===== config.mk =====
export PLATFORM = sky130hd
export DESIGN_NAME = vga_timing_gen_flat
export DESIGN_NICKNAME = d
export VERILOG_FILES = /design/src/rtl/vga_timing_gen_if.sv /design/src/rtl/vga_timing_gen.sv /design/src/flat_wrapper.sv
export SDC_FILE = /design/constraint.sdc
export NUM_CORES = 1
export LEC_CHECK = 0
export ABC_AREA = 1
export CAP_MARGIN = 20
export CORE_ASPECT_RATIO = 0.75
export CORE_UTILIZATION = 30
export DETAILED_ROUTE_END_ITERATION = 7
export DONT_BUFFER_PORTS = 1
export PLACE_DENSITY_LB_ADDON = 0.1
export RECOVER_POWER = 50
export SETUP_SLACK_MARGIN = 0.1
export SYNTH_ARGS = -nofsm -noshare
export SYNTH_HDL_FRONTEND = slang
export SYNTH_SLANG_ARGS = --single-unit

===== constraint.sdc =====
create_clock -name CLK -period 2.4 [get_ports CLK]
set_input_delay 0.6 -clock CLK [delete_from_list [all_inputs] [get_ports CLK]]
set_output_delay 0.6 -clock CLK [all_outputs]
set_load 0.02 [all_outputs]

===== src/rtl/vga_timing_gen_if.sv =====
// ---------------------------------------------------------------------------
// vga_timing_gen_if
// Groups the raster generator's frame-buffer read port and its VGA pin bus.
//   PIX_TICK     generator -> frame buffer : 1-CLK pixel strobe / read enable
//   VGA_ADDR     generator -> frame buffer : {y>>SCALE_SHIFT, x>>SCALE_SHIFT}
//   VGA_DATA     frame buffer -> generator : 1-bit pixel for VGA_ADDR
//   VGA_HS/VS    generator -> connector    : syncs (polarity set in generator)
//   VGA_DE       generator -> connector    : active-video flag
//   VGA_COLOUR   generator -> connector    : pixel colour, 0 when blanked
//   FRAME_START  generator -> system       : 1-CLK pulse as raster leaves (0,0)
// master = generator side, slave = frame buffer / sink side.
// ---------------------------------------------------------------------------
interface vga_timing_gen_if #(
    parameter int AX_W  = 8,
    parameter int AY_W  = 7,
    parameter int COL_W = 8
);
    logic                   PIX_TICK;
    logic [AY_W+AX_W-1:0]   VGA_ADDR;
    logic                   VGA_DATA;
    logic                   VGA_HS;
    logic                   VGA_VS;
    logic                   VGA_DE;
    logic [COL_W-1:0]       VGA_COLOUR;
    logic                   FRAME_START;

    modport master (
        output PIX_TICK, VGA_ADDR, VGA_HS, VGA_VS, VGA_DE, VGA_COLOUR, FRAME_START,
        input  VGA_DATA
    );

    modport slave (
        input  PIX_TICK, VGA_ADDR, VGA_HS, VGA_VS, VGA_DE, VGA_COLOUR, FRAME_START,
        output VGA_DATA
    );
endinterface


===== src/rtl/vga_timing_gen.sv =====
// ---------------------------------------------------------------------------
// vga_timing_gen
// Parametrised VGA raster generator. Divides CLK into a pixel tick, runs the
// H/V raster counters, issues scaled frame-buffer read addresses and turns
// the returned 1-bit pixel into fg/bg colour. HS, VS, DE and colour all pass
// through the same 2-tick pipeline so they reach the pins aligned.
// Ports:
//   CLK             system clock
//   RESET           asynchronous, active-high reset
//   ENABLE          0 freezes divider, counters and pipeline
//   CONFIG_COLOURS  {bg, fg}; sampled only at the start of each frame
//   bus             vga_timing_gen_if master (frame-buffer read + VGA pins)
// ---------------------------------------------------------------------------
module vga_timing_gen #(
    parameter int CLK_DIV     = 4,
    parameter int H_DISP      = 640,
    parameter int H_FP        = 16,
    parameter int H_PW        = 96,
    parameter int H_BP        = 48,
    parameter int V_DISP      = 480,
    parameter int V_FP        = 10,
    parameter int V_PW        = 2,
    parameter int V_BP        = 29,
    parameter int HS_POL      = 0,
    parameter int VS_POL      = 0,
    parameter int SCALE_SHIFT = 2,
    parameter int AX_W        = 8,
    parameter int AY_W        = 7,
    parameter int COL_W       = 8
) (
    input  logic               CLK,
    input  logic               RESET,
    input  logic               ENABLE,
    input  logic [2*COL_W-1:0] CONFIG_COLOURS,
    vga_timing_gen_if.master   bus
);

    localparam int H_TOT = H_DISP + H_FP + H_PW + H_BP;
    localparam int V_TOT = V_DISP + V_FP + V_PW + V_BP;
    localparam int DW    = (CLK_DIV > 2) ? $clog2(CLK_DIV) : 1;
    localparam int HW    = $clog2(H_TOT);
    localparam int VW    = $clog2(V_TOT);
    localparam int AW    = AY_W + AX_W;

    localparam logic [DW-1:0] DIV_LAST_C = DW'(CLK_DIV - 1);
    localparam logic [HW-1:0] H_LAST_C   = HW'(H_TOT - 1);
    localparam logic [HW-1:0] H_DISP_C   = HW'(H_DISP);
    localparam logic [HW-1:0] H_SS_C     = HW'(H_DISP + H_FP);
    localparam logic [HW-1:0] H_SE_C     = HW'(H_DISP + H_FP + H_PW);
    localparam logic [VW-1:0] V_LAST_C   = VW'(V_TOT - 1);
    localparam logic [VW-1:0] V_DISP_C   = VW'(V_DISP);
    localparam logic [VW-1:0] V_SS_C     = VW'(V_DISP + V_FP);
    localparam logic [VW-1:0] V_SE_C     = VW'(V_DISP + V_FP + V_PW);
    localparam logic          HS_ACT_C   = (HS_POL != 0) ? 1'b1 : 1'b0;
    localparam logic          VS_ACT_C   = (VS_POL != 0) ? 1'b1 : 1'b0;

    // Frame-buffer address: each field is the scaled coordinate, truncated to its width.
    function automatic logic [AW-1:0] raster_addr(input logic [HW-1:0] h,
                                                  input logic [VW-1:0] v);
        logic [HW-1:0] hx;
        logic [VW-1:0] vy;
        hx = h >> SCALE_SHIFT;
        vy = v >> SCALE_SHIFT;
        return {AY_W'(vy), AX_W'(hx)};
    endfunction

    logic [DW-1:0]      div_r;
    logic [HW-1:0]      h_r;
    logic [VW-1:0]      v_r;
    logic [AW-1:0]      addr_r;
    logic               de1_r;
    logic               hs1_r;
    logic               vs1_r;
    logic               de_r;
    logic               hs_r;
    logic               vs_r;
    logic [COL_W-1:0]   colour_r;
    logic [2*COL_W-1:0] col_r;
    logic               pix_tick_r;
    logic               frame_start_r;

    logic               tick_s;
    logic               origin_s;
    logic [COL_W-1:0]   pix_colour_s;

    // Pixel tick strobe and raster-origin detect.
    always_comb begin
        tick_s   = 1'b0;
        origin_s = 1'b0;
        if (ENABLE && (div_r == DIV_LAST_C)) begin
            tick_s = 1'b1;
        end else begin
            tick_s = 1'b0;
        end
        if ((h_r == {HW{1'b0}}) && (v_r == {VW{1'b0}})) begin
            origin_s = 1'b1;
        end else begin
            origin_s = 1'b0;
        end
    end

    // Clock divider; PIX_TICK/FRAME_START are the registered strobes, so they
    // coincide with the first CLK in which the new VGA_ADDR is visible.
    always_ff @(posedge CLK or posedge RESET) begin
        if (RESET) begin
            div_r         <= {DW{1'b0}};
            pix_tick_r    <= 1'b0;
            frame_start_r <= 1'b0;
        end else begin
            pix_tick_r    <= tick_s;
            frame_start_r <= tick_s & origin_s;
            if (tick_s) begin
                div_r <= {DW{1'b0}};
            end else if (ENABLE) begin
                div_r <= div_r + DW'(1);
            end else begin
                div_r <= div_r;
            end
        end
    end

    // Horizontal / vertical raster counters.
    always_ff @(posedge CLK or posedge RESET) begin
        if (RESET) begin
            h_r <= {HW{1'b0}};
            v_r <= {VW{1'b0}};
        end else if (tick_s) begin
            if (h_r == H_LAST_C) begin
                h_r <= {HW{1'b0}};
                if (v_r == V_LAST_C) begin
                    v_r <= {VW{1'b0}};
                end else begin
                    v_r <= v_r + VW'(1);
                end
            end else begin
                h_r <= h_r + HW'(1);
            end
        end else begin
            h_r <= h_r;
            v_r <= v_r;
        end
    end

    // Stage 1: address and region flags from the counters. The address keeps
    // running through blanking so the frame buffer needs no special casing.
    always_ff @(posedge CLK or posedge RESET) begin
        if (RESET) begin
            addr_r <= {AW{1'b0}};
            de1_r  <= 1'b0;
            hs1_r  <= 1'b0;
            vs1_r  <= 1'b0;
        end else if (tick_s) begin
            addr_r <= raster_addr(h_r, v_r);
            de1_r  <= (h_r < H_DISP_C) && (v_r < V_DISP_C);
            hs1_r  <= (h_r >= H_SS_C) && (h_r < H_SE_C);
            vs1_r  <= (v_r >= V_SS_C) && (v_r < V_SE_C);
        end else begin
            addr_r <= addr_r;
            de1_r  <= de1_r;
            hs1_r  <= hs1_r;
            vs1_r  <= vs1_r;
        end
    end

    // Colour latch: reloaded only at the raster origin so a mid-frame change
    // never tears the picture.
    always_ff @(posedge CLK or posedge RESET) begin
        if (RESET) begin
            col_r <= {(2*COL_W){1'b0}};
        end else if (tick_s && origin_s) begin
            col_r <= CONFIG_COLOURS;
        end else begin
            col_r <= col_r;
        end
    end

    // Pixel colour from the frame-buffer bit returned for the stage-1 address.
    always_comb begin
        pix_colour_s = {COL_W{1'b0}};
        if (de1_r) begin
            if (bus.VGA_DATA) begin
                pix_colour_s = col_r[COL_W-1:0];
            end else begin
                pix_colour_s = col_r[2*COL_W-1:COL_W];
            end
        end else begin
            pix_colour_s = {COL_W{1'b0}};
        end
    end

    // Stage 2: pin registers, all delayed by exactly one further tick.
    always_ff @(posedge CLK or posedge RESET) begin
        if (RESET) begin
            colour_r <= {COL_W{1'b0}};
            de_r     <= 1'b0;
            hs_r     <= ~HS_ACT_C;
            vs_r     <= ~VS_ACT_C;
        end else if (tick_s) begin
            colour_r <= pix_colour_s;
            de_r     <= de1_r;
            hs_r     <= hs1_r ? HS_ACT_C : ~HS_ACT_C;
            vs_r     <= vs1_r ? VS_ACT_C : ~VS_ACT_C;
        end else begin
            colour_r <= colour_r;
            de_r     <= de_r;
            hs_r     <= hs_r;
            vs_r     <= vs_r;
        end
    end

    assign bus.PIX_TICK    = pix_tick_r;
    assign bus.FRAME_START = frame_start_r;
    assign bus.VGA_ADDR    = addr_r;
    assign bus.VGA_DE      = de_r;
    assign bus.VGA_HS      = hs_r;
    assign bus.VGA_VS      = vs_r;
    assign bus.VGA_COLOUR  = colour_r;

endmodule


===== src/flat_wrapper.sv =====
// flat-port wrapper written by rule: the top's interface ports become plain ports
module vga_timing_gen_flat 
#(
    parameter int CLK_DIV     = 4,
    parameter int H_DISP      = 640,
    parameter int H_FP        = 16,
    parameter int H_PW        = 96,
    parameter int H_BP        = 48,
    parameter int V_DISP      = 480,
    parameter int V_FP        = 10,
    parameter int V_PW        = 2,
    parameter int V_BP        = 29,
    parameter int HS_POL      = 0,
    parameter int VS_POL      = 0,
    parameter int SCALE_SHIFT = 2,
    parameter int AX_W        = 8,
    parameter int AY_W        = 7,
    parameter int COL_W       = 8
)
  (CLK, RESET, ENABLE, CONFIG_COLOURS, bus_PIX_TICK, bus_VGA_ADDR, bus_VGA_HS, bus_VGA_VS, bus_VGA_DE, bus_VGA_COLOUR, bus_FRAME_START, bus_VGA_DATA);
  vga_timing_gen_if #(.AX_W(AX_W), .AY_W(AY_W), .COL_W(COL_W)) bus_i ();
  input  logic CLK;
  input  logic RESET;
  input  logic ENABLE;
  input  logic [2*COL_W-1:0] CONFIG_COLOURS;
  output wire logic [$bits(bus_i.PIX_TICK)-1:0] bus_PIX_TICK;
  output wire logic [$bits(bus_i.VGA_ADDR)-1:0] bus_VGA_ADDR;
  output wire logic [$bits(bus_i.VGA_HS)-1:0] bus_VGA_HS;
  output wire logic [$bits(bus_i.VGA_VS)-1:0] bus_VGA_VS;
  output wire logic [$bits(bus_i.VGA_DE)-1:0] bus_VGA_DE;
  output wire logic [$bits(bus_i.VGA_COLOUR)-1:0] bus_VGA_COLOUR;
  output wire logic [$bits(bus_i.FRAME_START)-1:0] bus_FRAME_START;
  input wire logic [$bits(bus_i.VGA_DATA)-1:0] bus_VGA_DATA;
  assign bus_PIX_TICK = bus_i.PIX_TICK;
  assign bus_VGA_ADDR = bus_i.VGA_ADDR;
  assign bus_VGA_HS = bus_i.VGA_HS;
  assign bus_VGA_VS = bus_i.VGA_VS;
  assign bus_VGA_DE = bus_i.VGA_DE;
  assign bus_VGA_COLOUR = bus_i.VGA_COLOUR;
  assign bus_FRAME_START = bus_i.FRAME_START;
  assign bus_i.VGA_DATA = bus_VGA_DATA;
  vga_timing_gen #(.CLK_DIV(CLK_DIV), .H_DISP(H_DISP), .H_FP(H_FP), .H_PW(H_PW), .H_BP(H_BP), .V_DISP(V_DISP), .V_FP(V_FP), .V_PW(V_PW), .V_BP(V_BP), .HS_POL(HS_POL), .VS_POL(VS_POL), .SCALE_SHIFT(SCALE_SHIFT), .AX_W(AX_W), .AY_W(AY_W), .COL_W(COL_W)) u_core (.CLK(CLK), .RESET(RESET), .ENABLE(ENABLE), .CONFIG_COLOURS(CONFIG_COLOURS), .bus(bus_i));
endmodule

### Word level (Yosys, flattened, before mapping)

Index checks and enable logic that the tools add are counted.

* add/subtract/negate cells: 3
* bitwise logic cells: 1
* equal/unequal tests: 3
* magnitude comparators: 6
* muxes and demuxes: 10
* reduce and logical (&&, ||, !) cells: 10

Operators with widths (number)
* $add 10x1->10 const B: 2
* $eq 10x10->1 const B: 2
* $logic_not 10->1: 2
* $lt 10x10->1 const B: 2
* $lt 10x9->1 const B: 2
* $mux 10: 2
* $mux 8: 2
* $ge 10x10->1 const B: 1
* $ge 10x9->1 const B: 1
* $logic_and 1x1->1: 6
* $mux 1: 4
* $mux 2: 2
* $add 2x1->2 const B: 1
* $eq 2x2->1 const B: 1
* $reduce_and 2->1: 1
* $reduce_bool 2->1: 1
* $and 1x1->1: 1

* register bits: 69
* logic and storage cells: 47
* output and inout bits: 28
* input port bits: 20

### Logic depth before layout (Yosys ltp)

Gate-level depths: netlist of the first run.

* depth after elaboration: 4
* mapped depth: 8
* depth with buffers taken out: 8

### Least setup slack after synthesis of the first run

OpenSTA, ideal clock, no wires.

* path kind: input to register
* from: input ENABLE
* to: register u_core.col_r[0]
* data required time: 2.283 ns
* buffers on the path: 1
* arrival time: 1.380 ns
* setup time: 0.117 ns
* cell stages on the path: 6
* path slack: 0.903 ns
* cell sequence: nand2_2 > nor3_4 > nand3_4 > buf_6 > nand2_1 > nand2_1

* word-level cells in the longest chain between the ends: 3

RTL lines
* start, declared: RTL line flat_wrapper.sv:24 `input logic ENABLE;`
* $logic_and 1x1->1: RTL line vga_timing_gen.sv:90 `if (ENABLE && (div_r == DIV_LAST_C)) begin`
* $mux 1: RTL line vga_timing_gen.sv:90
* $logic_and 1x1->1: RTL line vga_timing_gen.sv:170 `end else if (tick_s && origin_s) begin`
* end signal, assigned: RTL line vga_timing_gen.sv:169 `col_r <= {(2*COL_W){1'b0}};`
* end signal, assigned: RTL line vga_timing_gen.sv:173 `col_r <= col_r;`
* end, declared: RTL line vga_timing_gen.sv:78 `logic [2*COL_W-1:0] col_r;`

No other way between the ends.
A chain may end at the register's enable or synchronous reset.

### Worst setup path after layout of the first run

* from: register u_core.div_r[0]
* to: register u_core.colour_r[6], in the netlist u_core.bus.VGA_COLOUR[6]

* word-level cells in the longest chain between the ends: 3

RTL lines
* start, declared: RTL line vga_timing_gen.sv:67 `logic [DW-1:0] div_r;`
* start signal, assigned: RTL line vga_timing_gen.sv:106 `div_r <= {DW{1'b0}};`
* start signal, assigned: RTL line vga_timing_gen.sv:113 `div_r <= {DW{1'b0}};`
* start signal, assigned: RTL line vga_timing_gen.sv:115 `div_r <= div_r + DW'(1);`
* $eq 2x2->1: RTL line vga_timing_gen.sv:90
* $logic_and 1x1->1: RTL line vga_timing_gen.sv:90
* $mux 1: RTL line vga_timing_gen.sv:90
* end signal, assigned: RTL line vga_timing_gen.sv:194 `colour_r <= {COL_W{1'b0}};`
* end signal, assigned: RTL line vga_timing_gen.sv:199 `colour_r <= pix_colour_s;`
* end signal, assigned: RTL line vga_timing_gen.sv:204 `colour_r <= colour_r;`
* end, declared: RTL line vga_timing_gen.sv:77 `logic [COL_W-1:0] colour_r;`

No other way between the ends.

==> results.cfg, run 1 <==
[placed_design]
placedCellCount = 490
gp_congestion = 0.773
postPlaceCellArea_mm2 = 0.00332
io_buffers = 0
dp_hpwl_mm = 5.33

[sta]
max_freq_ghz = 0.546
clock_skew_ns = 0.00799
relSlewSlack_pct = 17.3
min_period_ns = 1.83
finalHoldViolations = 0
fin_worst_hold_slack_ns = 0.362
min_period_over_period_pct = 76.3
rsz0062_at_grt = no
setup-tns-final_ns = 0
setup_violations = 0
slew_viol_final = 0
worst_pin_slew_ns = 1.23

[cells_and_area]
final_cells = 506
design_area_mm2 = 0.00368
finish.net_count = 394
fillCellCount = 1047
drive_gt1_share_pct = 8.29
area_delta_synth_final_pct = 17.2
antenna-diode-count = 0
utilization_pct = 37.1

[routing]
drtPass1Iterations = 4
drc = 0
wl_mm = 7.43
routedWlPerCell_um = 14.7
vias_per_cell = 4.70
num_vias = 2378
drt-initial-drc-count = 130
ant_nets = 0

[yosys]
ys.flop_type = dfrtp_1
synth_edf_count = 0
yosysSeqAreaShare_pct = 55.0
synth_fp_nets = 388
netlist_top_cells_area = dfrtp_1 53%, nand2_1 12%, o21ai_0 4.9%, nand4_1 4.4%, nor2_1 4.2%
avgSynthCellArea_um2 = 8.66
yosysTopAreaCellShare_pct = 53.3
yosysTopAreaCell = dfrtp_1
synth_xor_area_share_pct = 1.95
yosys.area_share.simple_pct = 27.4
muxShareOfSynthArea_pct = 0.358
synth_cell_type_count = 25
ys_warn_count = 0
synthArstFlopShare_pct = 100
syn_area_mm2 = 0.00314
synth-seq-cells = 69
synth_top_family_by_area = simple AND/OR/NAND/NOR gates
synth_compound_area_share_pct = 7.40
synth-adder-area-share_pct = 1.99
synth_cells = 363

[setup_path]
critPathRequiredTime_ns = 2.63
cp_num_buf_inv = 1
reg2reg_depth = 5
cp_common_cell = nand2_1
startpoint_type = flop
end_kind = flop
cp_max_fo = 13
worstPathArrival_ns = 2.06
critPathTopFamily = simple AND/OR/NAND/NOR gates
critical_path.max_stage_delay_ns = 0.36
cp_slowest_cell = inv_1
r2r_slack_ns = 0.57
crit_chain = ha_1, nand2_1, inv_1, nand2_1, o31ai_1
critPathKind = reg -> reg
cp.depth = 5

[global_routing]
grt_pass1_vias = 2296
grt_pass1_wl_mm = 12.3
grt_max_degree = 35
grt-ovfl-total = 0
antenna_found_initial = 0
grt_util_all_layers_pct = 14.8

[flow_run]
maxCapViolCount = 0

[floorplan]
core_area_mm2 = 0.00993
die_area_mm2 = 0.0109
pin_count = 48
rows = 31
start_util_pct = 31.7
die_h_um = 90.6
dieWidth_um = 120

[cts]
clock_sinks = 69
clkTransAtPathRegs_ns = 0.05
cts_buffers = 9
cts_tree = built
insertion_delay_ns = 0.33
ctsResizeCount = 0
root_buffer = clkbuf_16
cts_setup_buffers = 0
cts.htree.levels = 3
hold_buffers = 0
clock_path_buffers = 2

[pwr]
p_seq_share_pct = 44.7
p_int_w = 0.00281
p_leak_nw = 1.78
p_comb_share_pct = 10.9
p_clk_share_pct = 44.4
switching_share_pct = 29.1
power.density_mw_per_mm2 = 1080
p_switching_w = 0.00116
ir_drop_uv = 544

[run_status]
status = finished clean

[worst_hold_path]
hold_class = in -> reg
hold_depth = 1
final cells by class:
class	count	area [µm²]	area share [%]
timing repair buffer	7	38.8	1.05
multi-input combinational	249	1230	33.3
tap	132	165	4.49
inverter	33	125	3.40
clock inverter	6	158	4.28
clock buffer	10	239	6.49
sequential	69	1730	47.0
synthesized netlist by cell type, types with 2 or more instances:
library cell  number
a21oi_1            2
buf_1              2
buf_2              6
clkbuf_1           3
dfrtp_1           67
dfstp_2            2
ha_1               5
inv_1             31
inv_2              2
nand2_1          102
nand3_1           24
nand4_1           22
nor2_1            35
nor2_2             2
nor3_1             4
o21ai_0           31
o31ai_1            9
xor2_1             7
path summary, 6_finish.rpt:
path	end	from
hold reg to reg	u_core.bus.VGA_VS	u_core.vs1_r
min in group asynchronous	u_core.bus.VGA_DE	RESET
max in group asynchronous	u_core.col_r[15]	RESET
setup reg to reg	u_core.bus.VGA_COLOUR[6]	u_core.div_r[0]
hold / removal	u_core.div_r[0]	ENABLE
setup / recovery	u_core.bus.VGA_COLOUR[6]	u_core.div_r[0]
state kept, by name, indices dropped and copies added (netlist names), 2 cells and up:
signal,flops
u_core.bus.VGA_ADDR,15
u_core.bus.VGA_COLOUR,8
u_core.col_r,16
u_core.div_r,2
u_core.h_r,10
u_core.v_r,10
metrics by stage:
step | power [W] | setup WS [ns]
6_report | 0.00397 | 0.569
5_1_grt | 0.00416 | 0.293
4_1_cts | 0.00403 | 0.623
3_5_place_dp | 0.00225 | 0.546
3_3_place_gp | 0.00225 | 0.625
2_1_floorplan | 0.00209 | 0.903
kinds of logic after synthesis:
family                     count (synthesis)
AOI/OAI and AO/OA                         42
xor gates and xnor gates                   7
adders and majority gates                  5
buffers and inverters                     45
DFF                                       69
muxes                                      1
and+or+nand+nor                          194
per-layer routing:
metal	vias up	wire [µm]	track usage (%)
li1	1205	-	-
met3	9	277	5.43
met4	0	85	4.06
met1	1127	3960	21.4
met5	-	0	0
met2	37	3110	20.5
layout by cell type (no fill, tap or decap), drive strengths merged:
| master | n |
|---|---|
| nand2 | 103 |
| dfrtp | 67 |
| nor2 | 38 |
| inv | 32 |
| o21ai | 31 |
| nand3 | 25 |
| nand4 | 22 |
| clkbuf | 14 |
| o31ai | 9 |
| xor2 | 7 |
| ha | 5 |
| bufinv | 5 |
| nor3 | 5 |
| buf | 3 |
| a21oi | 2 |
| dfstp | 2 |
| clkinvlp | 2 |
| mux2 | 1 |
| nor4 | 1 |
power groups by stage:
stage                     clock network, W  logic, W  registers (W)
after global placement                   0  0.000444        0.00180
after floorplan                          0  0.000347        0.00174
final                              0.00176  0.000431        0.00178
after global routing               0.00184  0.000515        0.00181
after CTS                          0.00179  0.000454        0.00178
after detailed placement                 0  0.000451        0.00180
No activity file was read; power rests on OpenSTA's default activity.
==> run 2: changes to the inputs <==
==> constraint.sdc (replaced) <==
create_clock -name CLK -period 1.9 [get_ports CLK]
set_input_delay 0.475 -clock CLK [delete_from_list [all_inputs] [get_ports CLK]]
set_output_delay 0.475 -clock CLK [all_outputs]
set_load 0.02 [all_outputs]
==> results.cfg, run 2 (same netlist as run 1, synthesis figures left out) <==
[setup_path]
reg2reg_depth = 7
critPathLaunch = u_core.v_r[1]
cp_max_fo = 16
critPathKind = reg -> reg
startpoint_type = flop
end_kind = flop
crit_end = u_core.col_r[9]
worstPathArrival_ns = 1.87
r2r-end = u_core.col_r[9]
r2r_start = u_core.v_r[1]
r2r_slack_ns = 0.30
critPathRequiredTime_ns = 2.17

[cts]
cts.htree.levels = 3
root_buffer = clkbuf_16
hold_buffers = 0
cts_tree = built
insertion_delay_ns = 0.33
clkTransAtPathRegs_ns = 0.06
cts_buffers = 9
clock_path_buffers = 2
clock_sinks = 69

[pwr]
power.density_mw_per_mm2 = 1230
p_seq_share_pct = 50.3
p_clk_share_pct = 37.2
p_int_w = 0.00303
p_comb_share_pct = 12.6
total_power_w = 0.00446
ir_drop_uv = 483
p_leak_nw = 1.76
p_switching_w = 0.00143
switching_share_pct = 32.1

[global_routing]
grt_max_degree = 29
antenna_found_initial = 0
grt_util_all_layers_pct = 15.3
grt-ovfl-total = 0
grt_pass1_wl_mm = 12.6
grt_pass1_vias = 2292

[sta]
relSlewSlack_pct = 42.3
finalHoldViolations = 0
rsz0062_at_grt = no
clock_skew_ns = 0.00358
slew_viol_final = 0
min_period_ns = 1.60
min_period_over_period_pct = 84.3
setup_violations = 0
setup-tns-final_ns = 0
worst_pin_slew_ns = 0.861
max_freq_ghz = 0.624

[cells_and_area]
area_delta_synth_final_pct = 15.1
regMostFlops = u_core.col_r
mostFrequentLayoutCells = 101 x nand2_1, 67 x dfrtp_1, 35 x nor2_1
largest_register_ffs = 16
antenna-diode-count = 0
design_area_mm2 = 0.00362
multi_input_area_mm2 = 0.00124
fillCellCount = 1051
layout.area.seq_mm2 = 0.00173
final_common_cell = nand2_1
drive_gt1_share_pct = 9.57
finish.net_count = 396

[flow_run]
maxCapViolCount = 0

[floorplan]
start_util_pct = 31.7
die_h_um = 90.6
core_area_mm2 = 0.00993
rows = 31
dieWidth_um = 120
die_area_mm2 = 0.0109
pin_count = 48

[routing]
routedWlPerCell_um = 14.7
drt-initial-drc-count = 114
drtPass1Iterations = 5
drc = 0
vias_per_cell = 4.57
ant_nets = 0
num_vias = 2323
wl_mm = 7.46

[run_status]
status = finished clean

[worst_hold_path]
hold_class = in -> async

[placed_design]
gp_congestion = 0.750
dp_hpwl_mm = 5.51
io_buffers = 0
postPlaceCellArea_mm2 = 0.00334
## run 2: per-layer routing
layer / routed length [µm] / GRT usage [%]
met3: 376 / 5.87
met2: 3110 / 20.4
met1: 3910 / 22.5
met4: 62 / 4.69
met5: 0 / 0
## run 2: power by group through the flow
| stage | registers [W] | clock network, W | logic, W |
|---|---|---|---|
| 4_1_cts | 0.00225 | 0.00171 | 0.000580 |
| 3_5_place_dp | 0.00228 | 0 | 0.000577 |
| 5_1_grt | 0.00228 | 0.00178 | 0.000668 |
| 3_3_place_gp | 0.00227 | 0 | 0.000566 |
| 6_report | 0.00224 | 0.00166 | 0.000561 |
| 2_1_floorplan | 0.00220 | 0 | 0.000438 |
## run 2: timing repair
| item | in CTS | in global routing |
|---|---|---|
| gates resized for setup | 0 | 3 |
| buffers inserted | 0 | 1 |
| endpoints found under the setup margin | 0 | 18 |
## run 2: worst min-delay path by stage
stage	endpoint	from	cells after the start
2_1_floorplan	u_core.bus.VGA_HS	u_core.hs1_r	1
3_3_place_gp	u_core.bus.VGA_ADDR[10]	RESET	1
3_5_place_dp	u_core.bus.VGA_ADDR[10]	RESET	1
4_1_cts	u_core.bus.VGA_ADDR[10]	RESET	1
5_1_grt	u_core.bus.VGA_ADDR[10]	RESET	1
6_report	u_core.bus.VGA_ADDR[10]	RESET	1
## run 2: final cells by class
type	count	area share (%)
tap	132	4.56
timing repair buffer	9	1.73
inverter	33	3.46
sequential	69	47.8
clock inverter	4	1.31
clock buffer	12	6.81
multi-input combinational	249	34.3
## run 2: worst max-delay path, cell delays in order (launching register included)
cell	delay, ns
dfrtp_1	0.40
inv_1	0.11
ha_1	0.20
nand4_1	0.15
nor2_4	0.16
buf_4	0.22
nand4_1	0.17
nand2_1	0.11
## run 2: metrics by stage
| stage | setup slack, ns | hold WS, ns | std cells | util (%) |
|---|---|---|---|---|
| 2_1_floorplan | 0.458 | 0.406 | 363 | - |
| 3_3_place_gp | 0.242 | 0.395 | 491 | 33.6 |
| 3_5_place_dp | 0.157 | 0.402 | 491 | 33.6 |
| 4_1_cts | 0.161 | 0.0379 | 507 | 36.6 |
| 5_1_grt | 0.157 | 0.197 | 508 | 36.4 |
| 6_report | 0.299 | 0.144 | 508 | 36.4 |
